===== config.mk =====
export PLATFORM = sky130hd
export DESIGN_NAME = cpu_muldiv
export DESIGN_NICKNAME = d
export VERILOG_FILES = /design/src/rtl/cpu_muldiv.sv
export SDC_FILE = /design/constraint.sdc
export NUM_CORES = 1
export LEC_CHECK = 0
export ABC_AREA = 1
export CAP_MARGIN = 10
export CORE_MARGIN = 5
export CORE_UTILIZATION = 49
export CTS_CLUSTER_SIZE = 16
export DETAILED_ROUTE_END_ITERATION = 8
export DONT_BUFFER_PORTS = 1
export HOLD_SLACK_MARGIN = 0.05
export SLEW_MARGIN = 15
export SYNTH_ARGS = -nofsm -noshare
export SYNTH_HDL_FRONTEND = slang
export SYNTH_SLANG_ARGS = --single-unit

===== constraint.sdc =====
create_clock -name clk -period 10.15 [get_ports clk]
set_clock_uncertainty 0.05 [all_clocks]
set_input_delay 1.5225 -clock clk [delete_from_list [all_inputs] [get_ports clk]]
set_output_delay 1.5225 -clock clk [all_outputs]
set_load 0.05 [all_outputs]

===== src/rtl/cpu_muldiv.sv =====
// Iterative RV32M multiply/divide unit with a shared shift/add-subtract core.
// Writes its result straight into the register file through the write port.
module cpu_muldiv #(
   parameter int XLEN = 32,
   parameter int ITER = XLEN
) (
   input  logic            clk,
   input  logic            rst,
   input  logic            start,
   input  logic [2:0]      funct3,
   input  logic [XLEN-1:0] rs1_val,
   input  logic [XLEN-1:0] rs2_val,
   input  logic [4:0]      rd_addr,
   output logic            busy,
   output logic            done,
   output logic            writeen,
   output logic [4:0]      addrw,
   output logic [XLEN-1:0] writeint
);

   localparam int CW = $clog2(ITER + 1);

   typedef enum logic [1:0] {
      S_IDLE,
      S_RUN,
      S_DONE
   } state_t;

   state_t          state_q;
   logic [2:0]      fn_q;
   logic [4:0]      rd_q;
   logic            sa_q, sb_q;
   logic [XLEN-1:0] b_q, hi_q, lo_q;
   logic [CW-1:0]   cnt_q;
   logic            busy_q, done_q, we_q;
   logic [4:0]      addrw_q;
   logic [XLEN-1:0] wdata_q;

   logic            a_sgn, b_sgn, sa_d, sb_d;
   logic [XLEN-1:0] mag_a, mag_b;
   logic [XLEN:0]   mul_sum, div_sh, div_diff;
   logic [XLEN-1:0] hi_d, lo_d;
   logic [2*XLEN-1:0] prod, prod_fix;
   logic [XLEN-1:0] q_fix, r_fix, res_d;

   // Operand signedness by op: MULH/MULHSU/DIV/REM sign A, MULH/DIV/REM sign B
   always_comb begin
      a_sgn = (funct3 == 3'b001) || (funct3 == 3'b010) ||
              (funct3 == 3'b100) || (funct3 == 3'b110);
      b_sgn = (funct3 == 3'b001) || (funct3 == 3'b100) ||
              (funct3 == 3'b110);
      sa_d  = a_sgn & rs1_val[XLEN-1];
      sb_d  = b_sgn & rs2_val[XLEN-1];
      mag_a = sa_d ? (~rs1_val + 1'b1) : rs1_val;
      mag_b = sb_d ? (~rs2_val + 1'b1) : rs2_val;
   end

   always_comb begin
      mul_sum  = {1'b0, hi_q} + (lo_q[0] ? {1'b0, b_q} : '0);
      div_sh   = {hi_q, lo_q[XLEN-1]};
      div_diff = div_sh - {1'b0, b_q};
      hi_d     = hi_q;
      lo_d     = lo_q;
      if (!fn_q[2]) begin
         hi_d = mul_sum[XLEN:1];
         lo_d = {mul_sum[0], lo_q[XLEN-1:1]};
      end else if (!div_diff[XLEN]) begin
         hi_d = div_diff[XLEN-1:0];
         lo_d = {lo_q[XLEN-2:0], 1'b1};
      end else begin
         hi_d = div_sh[XLEN-1:0];
         lo_d = {lo_q[XLEN-2:0], 1'b0};
      end
   end

   // Sign fix; a zero divisor forces an all-ones quotient with no negation
   always_comb begin
      prod     = {hi_q, lo_q};
      prod_fix = (sa_q ^ sb_q) ? (~prod + 1'b1) : prod;
      if (b_q == '0)
         q_fix = '1;
      else
         q_fix = (sa_q ^ sb_q) ? (~lo_q + 1'b1) : lo_q;
      r_fix = sa_q ? (~hi_q + 1'b1) : hi_q;
      case (fn_q)
         3'b000:         res_d = prod_fix[XLEN-1:0];
         3'b100, 3'b101: res_d = q_fix;
         3'b110, 3'b111: res_d = r_fix;
         default:        res_d = prod_fix[2*XLEN-1:XLEN];
      endcase
   end

   always_ff @(posedge clk or posedge rst) begin
      if (rst) begin
         state_q <= S_IDLE;
         fn_q    <= '0;
         rd_q    <= '0;
         sa_q    <= 1'b0;
         sb_q    <= 1'b0;
         b_q     <= '0;
         hi_q    <= '0;
         lo_q    <= '0;
         cnt_q   <= '0;
         busy_q  <= 1'b0;
         done_q  <= 1'b0;
         we_q    <= 1'b0;
         addrw_q <= '0;
         wdata_q <= '0;
      end else begin
         case (state_q)
            S_IDLE: begin
               if (start) begin
                  fn_q    <= funct3;
                  rd_q    <= rd_addr;
                  sa_q    <= sa_d;
                  sb_q    <= sb_d;
                  b_q     <= mag_b;
                  hi_q    <= '0;
                  lo_q    <= mag_a;
                  cnt_q   <= CW'(ITER);
                  busy_q  <= 1'b1;
                  state_q <= S_RUN;
               end
            end
            S_RUN: begin
               if (cnt_q != '0) begin
                  hi_q  <= hi_d;
                  lo_q  <= lo_d;
                  cnt_q <= cnt_q - 1'b1;
               end else begin
                  wdata_q <= res_d;
                  done_q  <= 1'b1;
                  we_q    <= (rd_q != 5'd0);
                  addrw_q <= rd_q;
                  state_q <= S_DONE;
               end
            end
            S_DONE: begin
               done_q  <= 1'b0;
               we_q    <= 1'b0;
               addrw_q <= '0;
               busy_q  <= 1'b0;
               state_q <= S_IDLE;
            end
            default: state_q <= S_IDLE;
         endcase
      end
   end

   assign busy     = busy_q;
   assign done     = done_q;
   assign writeen  = we_q;
   assign addrw    = addrw_q;
   assign writeint = wdata_q;

endmodule


==> impl_summary.log, run 1 <==
[metrics] number of DRC markers after the initial detailed-route iteration: approximately 2400
[metrics] post-synthesis cell count: about 3100
[metrics] Worst Hold Margin: ~0.45 ns
[metrics] average footprint of a synthesized cell: about 5.7 um2
[metrics] CP endpoint kind: register
[metrics] clock-pin slew reported for the worst setup and hold paths after clock tree synthesis: 0.08 ns
[metrics] post-synth net total: approximately 3200
[metrics] HPWL after detailed placement: 54500 um
[metrics] count of synthesis-stage warnings from yosys: 0
[metrics] classification of the worst setup path: in2reg
[metrics] aggregate negative setup slack: 0 ns
[metrics] Layout Nets: 3173
[metrics] count of pins over their slew limit: 0
[metrics] reg-to-reg slack, setup: ~6.4 ns
[metrics] synthesized flop and latch total: 154
[metrics] met3 usage in global routing: 0.06845
[metrics] DR vias/cell: 5.794
[metrics] area share of the largest cell type after synthesis: 0.2195
[metrics] number of clock sinks: about 150
[metrics] global routing usage summed across all routing layers: 0.3428
[metrics] post-layout min period: approximately 4.4 ns
[metrics] fraction of final layout cells sized beyond drive strength 1: 0.04541
[metrics] fraction of the cycle the final worst path needs: 0.4323
[metrics] unrepaired setup endpoints after global routing: no
[metrics] router iterations before antenna repair: 6
[metrics] core area: 35480 um2
[metrics] first-pass GRT wire length: 105700 um
[metrics] maximum number of pins on one net before global-route repair: 78
[metrics] non-filler instance count after layout: 3500
[metrics] die height: 199.3 um
[metrics] Root Buffer Master: sky130_fd_sc_hd__clkbuf_16
[metrics] busiest grt layer: met1
[metrics] count of antenna diodes in the layout: 0
[metrics] remaining antenna violation count after routing: 0
[metrics] number of hold violations in the final report: 0
[metrics] source-to-sink clock delay at the later pin of the worst-skew pair: 0.47 ns
[metrics] signed area change from the synthesized netlist to the final layout: 4.831%
[metrics] hold_buf cts: 0
[metrics] final setup violating endpoints: 0
[metrics] DRC violation count after routing: 0
[metrics] clock tree from TritonCTS: done
[metrics] count of input and output buffers: 0
[metrics] cell type contributing the most total cell area after synthesis: sky130_fd_sc_hd__dfrtp_1
[metrics] Tightest Pin Transition: 1.064 ns
[metrics] IO Count: 115
[metrics] class of the most critical hold timing path: reg2reg
[metrics] most frequent cell after synthesis: sky130_fd_sc_hd__nand2_1
[metrics] startpoint of the most critical setup path: start
[metrics] placed cell count: 3468
[metrics] main flop type after synthesis: sky130_fd_sc_hd__dfrtp_1
[metrics] GR met2 Demand/Resource: 0.4745
[metrics] share of synthesized registers carrying an async set or reset: 1.000
[metrics] Initial Util: 0.4948
[metrics] sequential cell area fraction in the yosys report: 0.2195
[metrics] start point of the worst min-delay path: rd_q[2]$_DFFE_PP0P_
[metrics] required time reported for the critical path endpoint: 10.45 ns
[metrics] relative slew slack: 0.2897
[metrics] number of maximum-capacitance violations: 0
[metrics] number of antenna violations at the first check in global routing: 0
[metrics] wire length per cell: roughly 20 um
[metrics] maximum level of the CTS H-tree: 4
[metrics] total number of vias: 20280
[metrics] clock buffer count from CTS: 17
[metrics] CP Data Arrival Time: 4.69 ns
[metrics] largest cells by area after synthesis: sky130_fd_sc_hd__dfrtp_1 22%, sky130_fd_sc_hd__nand2_1 20%, sky130_fd_sc_hd__nand3_1 10%
[metrics] worst reg2reg path startpoint: state_q[1]$_DFFE_PP0P_
[metrics] timing-limited maximum frequency: 227.9 MHz
[metrics] final weighted congestion in routability-driven placement: around 1.0
[metrics] status: complete, no violations
[metrics] Post-CTS Setup Repair Bufs: 0
[metrics] vias in the first global route: between 15000 and 20000
[metrics] met1 usage in global routing: 0.5310
[metrics] Overflow after GRT: 0
[metrics] CP max FO: 67
[metrics] number of placement rows: just under 70
[metrics] Chip Width: 199.3 um
[metrics] number of flops mapped to enable cells by yosys: 0
[metrics] maximum root-to-sink buffer count: 2
[metrics] mapped cell area: 17560 um2
[metrics] die area: 39720 um2
[metrics] Netlist cell types: 53
[metrics] overall routed net length: 68900 um
[metrics] most frequent cells after synthesis: 954 x sky130_fd_sc_hd__nand2_1, 438 x sky130_fd_sc_hd__inv_1, 368 x sky130_fd_sc_hd__nand3_1, 348 x sky130_fd_sc_hd__nor2_1, 198 x sky130_fd_sc_hd__o21ai_0
[metrics] Critical Path Source Type: input port
[metrics] Post-CTS Resized: 0
## path summary, 6_finish.rpt
kind / endpoint / depth (start not counted)
setup / recovery: cnt_q[5]$_DFFE_PP0P_ / 9
hold / removal: rd_q[2]$_DFFE_PP0P_ / 2
setup reg to reg: cnt_q[5]$_DFFE_PP0P_ / 10
hold reg to reg: rd_q[2]$_DFFE_PP0P_ / 2
max in group asynchronous: fn_q[2]$_DFFE_PP0P_ / 2
min in group asynchronous: writeint[20]$_DFFE_PP0P_ / 1
## cell families after synthesis
group                    count (synthesis)  share of synthesized area
AO/OA/AOI/OAI                          432                     0.1317
AND/OR/NAND/NOR                       1837                     0.4502
flip-flops                             154                     0.2195
buffers and inverters                  549                     0.1240
XOR/XNOR                                45                    0.02245
adder cells (fa/ha/maj)                 72                    0.05216
## cell usage in the layout, fill, tap and decap left out, types with 16 or more instances in the layout
master                      count
sky130_fd_sc_hd__a21oi_1      165
sky130_fd_sc_hd__buf_4         16
sky130_fd_sc_hd__clkbuf_16     17
sky130_fd_sc_hd__dfrtp_1      153
sky130_fd_sc_hd__ha_1          70
sky130_fd_sc_hd__inv_1        436
sky130_fd_sc_hd__nand2_1      953
sky130_fd_sc_hd__nand2_2       19
sky130_fd_sc_hd__nand3_1      368
sky130_fd_sc_hd__nand4_1       41
sky130_fd_sc_hd__nor2_1       346
sky130_fd_sc_hd__nor3_1        32
sky130_fd_sc_hd__o21ai_0      198
sky130_fd_sc_hd__xor2_1        30
## critical path, stage by stage
cell                      delay, ns
sky130_fd_sc_hd__nand2_2       0.63
sky130_fd_sc_hd__inv_1         0.73
sky130_fd_sc_hd__nor2_4        0.25
sky130_fd_sc_hd__buf_4         0.59
sky130_fd_sc_hd__inv_2         0.44
sky130_fd_sc_hd__nand3_1       0.19
sky130_fd_sc_hd__nor3_1        0.07
sky130_fd_sc_hd__a21oi_1       0.12
sky130_fd_sc_hd__o21ai_1       0.09
## through the flow
| step | setup slack [ns] | cell area (um2) | util |
|---|---|---|---|
| floorplan | 4.428 | 17560 | - |
| global placement | 5.326 | 17790 | 0.5014 |
| detailed placement | 5.280 | 17790 | 0.5014 |
| CTS | 5.761 | 18410 | 0.5187 |
| global route | 5.385 | 18410 | 0.5187 |
| finish | 5.762 | 18410 | 0.5187 |
## per-layer routing
layer	vias to the layer above	part of all wire
li1	9765	-
met1	9243	0.46
met2	1118	0.39
met3	154	0.12
met4	0	0.034
met5	-	0
## flip-flops by register name (all words and copies together) (netlist names)
signal    count
b_q          32
writeen       1
cnt_q         6
addrw         5
sa_q          1
lo_q         32
busy          1
rd_q          5
writeint     32
hi_q         32
fn_q          3
sb_q          1
state_q       2
done          1
## area by class of cell
type                    count  area (um2)
inverters                 451        1698
flip-flops and latches    154        3855
clock inverters            15       191.4
multi-input cells        2386       11540
fillers                  3838       17080
well taps                 461       576.8
repair buffers             16       120.1
clock buffers              17       425.4
Power of run 1 is not shown: default switching activity piles up to over one toggle a cycle in this logic, so the estimate is an artifact.
==> inputs of run 2 (changes only) <==
--- a/config.mk
+++ b/config.mk
@@ -13,6 +13,7 @@
 export DETAILED_ROUTE_END_ITERATION = 8
 export DONT_BUFFER_PORTS = 1
 export HOLD_SLACK_MARGIN = 0.05
+export PLACE_DENSITY = 0.66
 export SLEW_MARGIN = 15
 export SYNTH_ARGS = -nofsm -noshare
 export SYNTH_HDL_FRONTEND = slang
==> constraint.sdc (replaced) <==
create_clock -name clk -period 3.6 [get_ports clk]
set_clock_uncertainty 0.05 [all_clocks]
set_input_delay 0.54 -clock clk [delete_from_list [all_inputs] [get_ports clk]]
set_output_delay 0.54 -clock clk [all_outputs]
set_load 0.05 [all_outputs]
==> impl_summary.log, run 2 (synthesis gave the netlist of run 1 again) <==
[metrics] status: complete, no violations
[metrics] maximum root-to-sink buffer count: 2
[metrics] wire length per cell: 20.06 um
[metrics] number of antenna violations at the first check in global routing: 1
[metrics] number of maximum-capacitance violations: 0
[metrics] worst reg2reg path depth: 18
[metrics] Initial Util: 0.4948
[metrics] met3 usage in global routing: 0.08751
[metrics] crit-path cells: inv_1 -> ha_1 -> fa_1 -> inv_1 -> nand2_1 -> nand2_1 -> nand3_1 -> nand2_2 -> nand2_2 -> nand2_4 -> nand2_4 -> nand2_4 -> nand2_4 -> nand2_4 -> nand2_1 -> nand3_1 -> nand2_1 -> nand2_1
[metrics] Critical Path Source Type: register
[metrics] count of antenna diodes in the layout: 0
[metrics] Worst Hold Margin: 0.09013 ns
[metrics] remaining antenna violation count after routing: 0
[metrics] slowest cell on the critical path: sky130_fd_sc_hd__dfrtp_1
[metrics] overall routed net length: a little over 70000 um
[metrics] global routing usage summed across all routing layers: 0.3516
[metrics] DR vias/cell: between 5 and 6
[metrics] signed area change from the synthesized netlist to the final layout: 5.615%
[metrics] number of placement rows: 69
[metrics] vias in the first global route: ~19000
[metrics] CP endpoint kind: register
[metrics] placed cell areas: about 18000 um2
[metrics] final setup violating endpoints: 0
[metrics] count of input and output buffers: 0
[metrics] Layout Nets: 3193
[metrics] leading cell type in the layout, fill and taps excluded: sky130_fd_sc_hd__nand2_1
[metrics] core area: approximately 35000 um2
[metrics] number of clock sinks: 154
[metrics] clock tree from TritonCTS: done
[metrics] required time reported for the critical path endpoint: 3.95 ns
[metrics] unrepaired setup endpoints after global routing: no
[metrics] aggregate negative setup slack: 0 ns
[metrics] Chip Width: 199.3 um
[metrics] IO Count: between 100 and 150
[metrics] router iterations before antenna repair: 6
[metrics] fraction of final layout cells sized beyond drive strength 1: 0.05132
[metrics] GR met2 Demand/Resource: 0.4818
[metrics] class of the most critical hold timing path: in2async
[metrics] busiest grt layer: met1
[metrics] die height: 199.3 um
[metrics] relative slew slack: 0.3759
[metrics] path length in cells of the critical path: 18
[metrics] Post-CTS Setup Repair Bufs: 0
[metrics] fraction of the cycle the final worst path needs: 0.8504
[metrics] HPWL after detailed placement: roughly 56000 um
[metrics] CP max FO: 27
[metrics] Final Instance Area: 18540 um2
[metrics] worst reg2reg path startpoint: lo_q[31]$_DFFE_PP0P_
[metrics] maximum level of the CTS H-tree: 4
[metrics] clock-pin slew reported for the worst setup and hold paths after clock tree synthesis: 0.08 ns
[metrics] clock buffer count from CTS: 17
[metrics] Root Buffer Master: sky130_fd_sc_hd__clkbuf_16
[metrics] classification of the worst setup path: reg2reg
[metrics] post-layout min period: approximately 3.1 ns
[metrics] total number of vias: between 20000 and 25000
[metrics] most frequent cells in the layout: 953 x sky130_fd_sc_hd__nand2_1, 436 x sky130_fd_sc_hd__inv_1, 368 x sky130_fd_sc_hd__nand3_1
[metrics] met1 usage in global routing: 0.5446
[metrics] number of hold violations in the final report: 0
[metrics] dominant delay contributor by cell family on the critical path: simple AND/OR/NAND/NOR gates
[metrics] Tightest Pin Transition: 0.9361 ns
[metrics] Overflow after GRT: 0
[metrics] reg-to-reg slack, setup: between 0.5 and 0.6 ns
[metrics] maximum number of pins on one net before global-route repair: between 150 and 200
[metrics] final standard cell utilization of the core: 0.5226
[metrics] number of buffer and inverter instances along the worst setup path: 2
[metrics] hold_buf cts: 0
[metrics] startpoint of the most critical setup path: lo_q[31]$_DFFE_PP0P_
[metrics] Post-CTS Resized: 0
[metrics] count of pins over their slew limit: 0
[metrics] first-pass GRT wire length: 107900 um
[metrics] number of DRC markers after the initial detailed-route iteration: 2441
[metrics] CP Data Arrival Time: between 3 and 4 ns
[metrics] source-to-sink clock delay at the later pin of the worst-skew pair: about 0.47 ns
[metrics] final weighted congestion in routability-driven placement: 1.062
[metrics] DRC violation count after routing: 0
[metrics] delay of the slowest cell on the worst path: 0.53 ns
[metrics] die area: 39720 um2
[metrics] timing-limited maximum frequency: 326.6 MHz
[run 2: cell count changes in the layout (fill, tap and decap cells not counted), sizes merged]
cell	previous run	this run
buf	16	36
clkinv	9	6
clkinvlp	0	2
inv	457	458
[run 2: worst register-to-register path, cell delays in order (launching register included)]
cell	delay (ns)
sky130_fd_sc_hd__dfrtp_1	0.53
sky130_fd_sc_hd__inv_1	0.21
sky130_fd_sc_hd__ha_1	0.26
sky130_fd_sc_hd__fa_1	0.36
sky130_fd_sc_hd__inv_1	0.11
sky130_fd_sc_hd__nand2_1	0.08
sky130_fd_sc_hd__nand2_1	0.08
sky130_fd_sc_hd__nand3_1	0.09
sky130_fd_sc_hd__nand2_2	0.10
sky130_fd_sc_hd__nand2_2	0.07
sky130_fd_sc_hd__nand2_4	0.09
sky130_fd_sc_hd__nand2_4	0.08
sky130_fd_sc_hd__nand2_4	0.09
sky130_fd_sc_hd__nand2_4	0.06
sky130_fd_sc_hd__nand2_4	0.27
sky130_fd_sc_hd__nand2_1	0.09
sky130_fd_sc_hd__nand3_1	0.25
sky130_fd_sc_hd__nand2_1	0.08
sky130_fd_sc_hd__nand2_1	0.06
[run 2: metrics by stage]
step | instances | setup slack, ns
2_1_floorplan | 3089 | 1.065
3_3_place_gp | 3488 | 0.6531
3_5_place_dp | 3488 | 0.6480
4_1_cts | 3520 | 0.6143
5_1_grt | 3520 | 0.3707
6_report | 3520 | 0.5385
[run 2: cell type report]
class	instances	area, um2
multi-input combinational	2386	11540
inverter	451	1697
clock buffer	17	425.4
timing repair buffer	36	282.8
sequential	154	3855
fill	3807	16940
tap	461	576.8
clock inverter	15	167.7
[run 2: worst paths after layout]
check / end
setup / recovery: hi_q[19]$_DFFE_PP0P_
hold / removal: writeint[22]$_DFFE_PP0P_
setup reg to reg: hi_q[19]$_DFFE_PP0P_
hold reg to reg: rd_q[2]$_DFFE_PP0P_
max in group asynchronous: fn_q[2]$_DFFE_PP0P_
min in group clk: rd_q[2]$_DFFE_PP0P_
[run 2: routing by layer]
metal  part of all wire  vias up
met3               0.13      128
met1               0.45     9338
met2               0.39     1148
met5            0.00018        -
met4              0.031        2
li1                   -     9819
Power of run 2 is left out for the same reason.
==> inputs of run 3 (changes only) <==
--- a/config.mk
+++ b/config.mk
@@ -13,7 +13,7 @@
 export DETAILED_ROUTE_END_ITERATION = 8
 export DONT_BUFFER_PORTS = 1
 export HOLD_SLACK_MARGIN = 0.05
-export PLACE_DENSITY = 0.66
+export PLACE_DENSITY_LB_ADDON = 0.1
 export SLEW_MARGIN = 15
 export SYNTH_ARGS = -nofsm -noshare
 export SYNTH_HDL_FRONTEND = slang
==> impl_summary.log, run 3 (synthesis gave the netlist of run 1 again) <==
[metrics] CP endpoint kind: register
[metrics] overall routed net length: 69870 um
[metrics] clock tree from TritonCTS: done
[metrics] Root Buffer Master: sky130_fd_sc_hd__clkbuf_16
[metrics] core area: 35480 um2
[metrics] number of maximum-capacitance violations: 0
[metrics] DRC violation count after routing: 0
[metrics] number of placement rows: 69
[metrics] class of the most critical hold timing path: in2async
[metrics] router iterations before antenna repair: 7
[metrics] Layout Nets: between 3000 and 4000
[metrics] clock buffer count from CTS: 17
[metrics] maximum level of the CTS H-tree: 4
[metrics] fraction of final layout cells sized beyond drive strength 1: 0.05163
[metrics] FF/Latch Area: 3855 um2
[metrics] final setup violating endpoints: 0
[metrics] aggregate negative setup slack: 0 ns
[metrics] Critical Path Source Type: register
[metrics] first-pass GRT wire length: 106700 um
[metrics] maximum number of pins on one net before global-route repair: 155
[metrics] clock-pin slew reported for the worst setup and hold paths after clock tree synthesis: 0.10 ns
[metrics] classification of the worst setup path: reg2reg
[metrics] hold_buf cts: 0
[metrics] fraction of the cycle the final worst path needs: 0.8468
[metrics] Chip Width: 199.3 um
[metrics] Initial Util: 0.4948
[metrics] most frequent cells in the layout: 953 x sky130_fd_sc_hd__nand2_1, 436 x sky130_fd_sc_hd__inv_1, 368 x sky130_fd_sc_hd__nand3_1
[metrics] CP Data Arrival Time: about 3.4 ns
[metrics] Tightest Pin Transition: approximately 1 ns
[metrics] count of pins over their slew limit: 0
[metrics] die area: 39720 um2
[metrics] timing-limited maximum frequency: 328.0 MHz
[metrics] number of DRC markers after the initial detailed-route iteration: 2301
[metrics] Post-CTS Setup Repair Bufs: 0
[metrics] post-layout min period: 3.049 ns
[metrics] count of input and output buffers: 0
[metrics] source-to-sink clock delay at the later pin of the worst-skew pair: 0.48 ns
[metrics] leading cell type in the layout, fill and taps excluded: sky130_fd_sc_hd__nand2_1
[metrics] number of hold violations in the final report: 0
[metrics] remaining antenna violation count after routing: 0
[metrics] vias in the first global route: 18220
[metrics] maximum root-to-sink buffer count: 2
[metrics] Final Instance Area: 18580 um2
[metrics] number of antenna violations at the first check in global routing: 1
[metrics] number of clock sinks: roughly 150
[metrics] wire length per cell: 19.84 um
[metrics] Post-CTS Resized: 0
[metrics] relative slew slack: 0.3250
[metrics] die height: 199.3 um
[metrics] Overflow after GRT: 0
[metrics] total number of vias: 20270
[metrics] area of combinational cells with multiple inputs: 11540 um2
[metrics] signed area change from the synthesized netlist to the final layout: 5.836%
[metrics] Filler Cell Count: approximately 3800
[metrics] unrepaired setup endpoints after global routing: no
[metrics] HPWL after detailed placement: 55350 um
[metrics] DR vias/cell: 5.756
[metrics] final weighted congestion in routability-driven placement: 1.065
[metrics] CP max FO: 31
[metrics] placed cell areas: approximately 18000 um2
[metrics] global routing usage summed across all routing layers: 0.3478
[metrics] status: complete, no violations
[metrics] required time reported for the critical path endpoint: ~3.9 ns
[metrics] IO Count: 115
run 3: cell types whose count changed in the layout (fill, tap and decap cells not counted), sizes merged:
cell      previous run  this run
buf                 36        37
inv                458       455
clkinv               6        10
clkinvlp             2         1
diode                0         1
run 3: path summary, 6_finish.rpt:
| kind | slack (ns) | to | startpoint | depth (start not counted) |
|---|---|---|---|---|
| worst max-delay path | 0.55 | hi_q[28]$_DFFE_PP0P_ | lo_q[0]$_DFFE_PP0P_ | 15 |
| worst min-delay path | 0.03 | writeint[24]$_DFFE_PP0P_ | rst | 2 |
| worst max register to register | 0.55 | hi_q[28]$_DFFE_PP0P_ | lo_q[0]$_DFFE_PP0P_ | 15 |
| worst min register to register | 0.45 | rd_q[2]$_DFFE_PP0P_ | rd_q[2]$_DFFE_PP0P_ | 2 |
| max in group asynchronous | 2.62 | hi_q[18]$_DFFE_PP0P_ | rst | 2 |
| min in group clk | 0.15 | rd_q[2]$_DFFE_PP0P_ | rd_addr[2] | 2 |
run 3: routing by layer:
metal  GRT usage  vias up  wire (um)
met4     0.08941        2       2041
li1            -     9802          -
met2      0.4719     1009      27290
met1      0.5447     9358      32440
met3     0.08447      100       8086
met5           0        -         13
run 3: through the flow:
step | setup slack, ns | hold WS, ns | util | cells
floorplan | 1.065 | 0.3992 | - | 3089
global placement | 0.6798 | 0.4150 | 0.5061 | 3489
detailed placement | 0.6456 | 0.4178 | 0.5061 | 3489
CTS | 0.6347 | 0.1340 | 0.5236 | 3521
global route | 0.3734 | 0.1408 | 0.5236 | 3521
finish | 0.5514 | 0.03391 | 0.5237 | 3522
run 3: final cells by class:
| cell class | instances | area share |
|---|---|---|
| clock inverter | 15 | 0.01057 |
| timing repair buffer | 37 | 0.01562 |
| inverter | 451 | 0.09130 |
| clock buffer | 17 | 0.02289 |
| sequential | 154 | 0.2074 |
| tap | 461 | 0.03104 |
| antenna | 1 | 0.0001347 |
| multi-input combinational | 2386 | 0.6210 |
run 3: critical path, stage by stage (launching register included):
cell and delay (ns):
sky130_fd_sc_hd__dfrtp_1 0.42, sky130_fd_sc_hd__buf_4 0.26, sky130_fd_sc_hd__nand2_1 0.11, sky130_fd_sc_hd__inv_1 0.05, sky130_fd_sc_hd__ha_1 0.33, sky130_fd_sc_hd__nand2_1 0.09, sky130_fd_sc_hd__o21ai_0 0.50, sky130_fd_sc_hd__nand2_1 0.15
sky130_fd_sc_hd__nand2_1 0.20, sky130_fd_sc_hd__nand2_1 0.07, sky130_fd_sc_hd__nand3_1 0.14, sky130_fd_sc_hd__nand2_1 0.10, sky130_fd_sc_hd__nand3_1 0.09, sky130_fd_sc_hd__nand3_1 0.18, sky130_fd_sc_hd__nand3_1 0.16, sky130_fd_sc_hd__nand2_1 0.06
Power of run 3 is left out for the same reason.
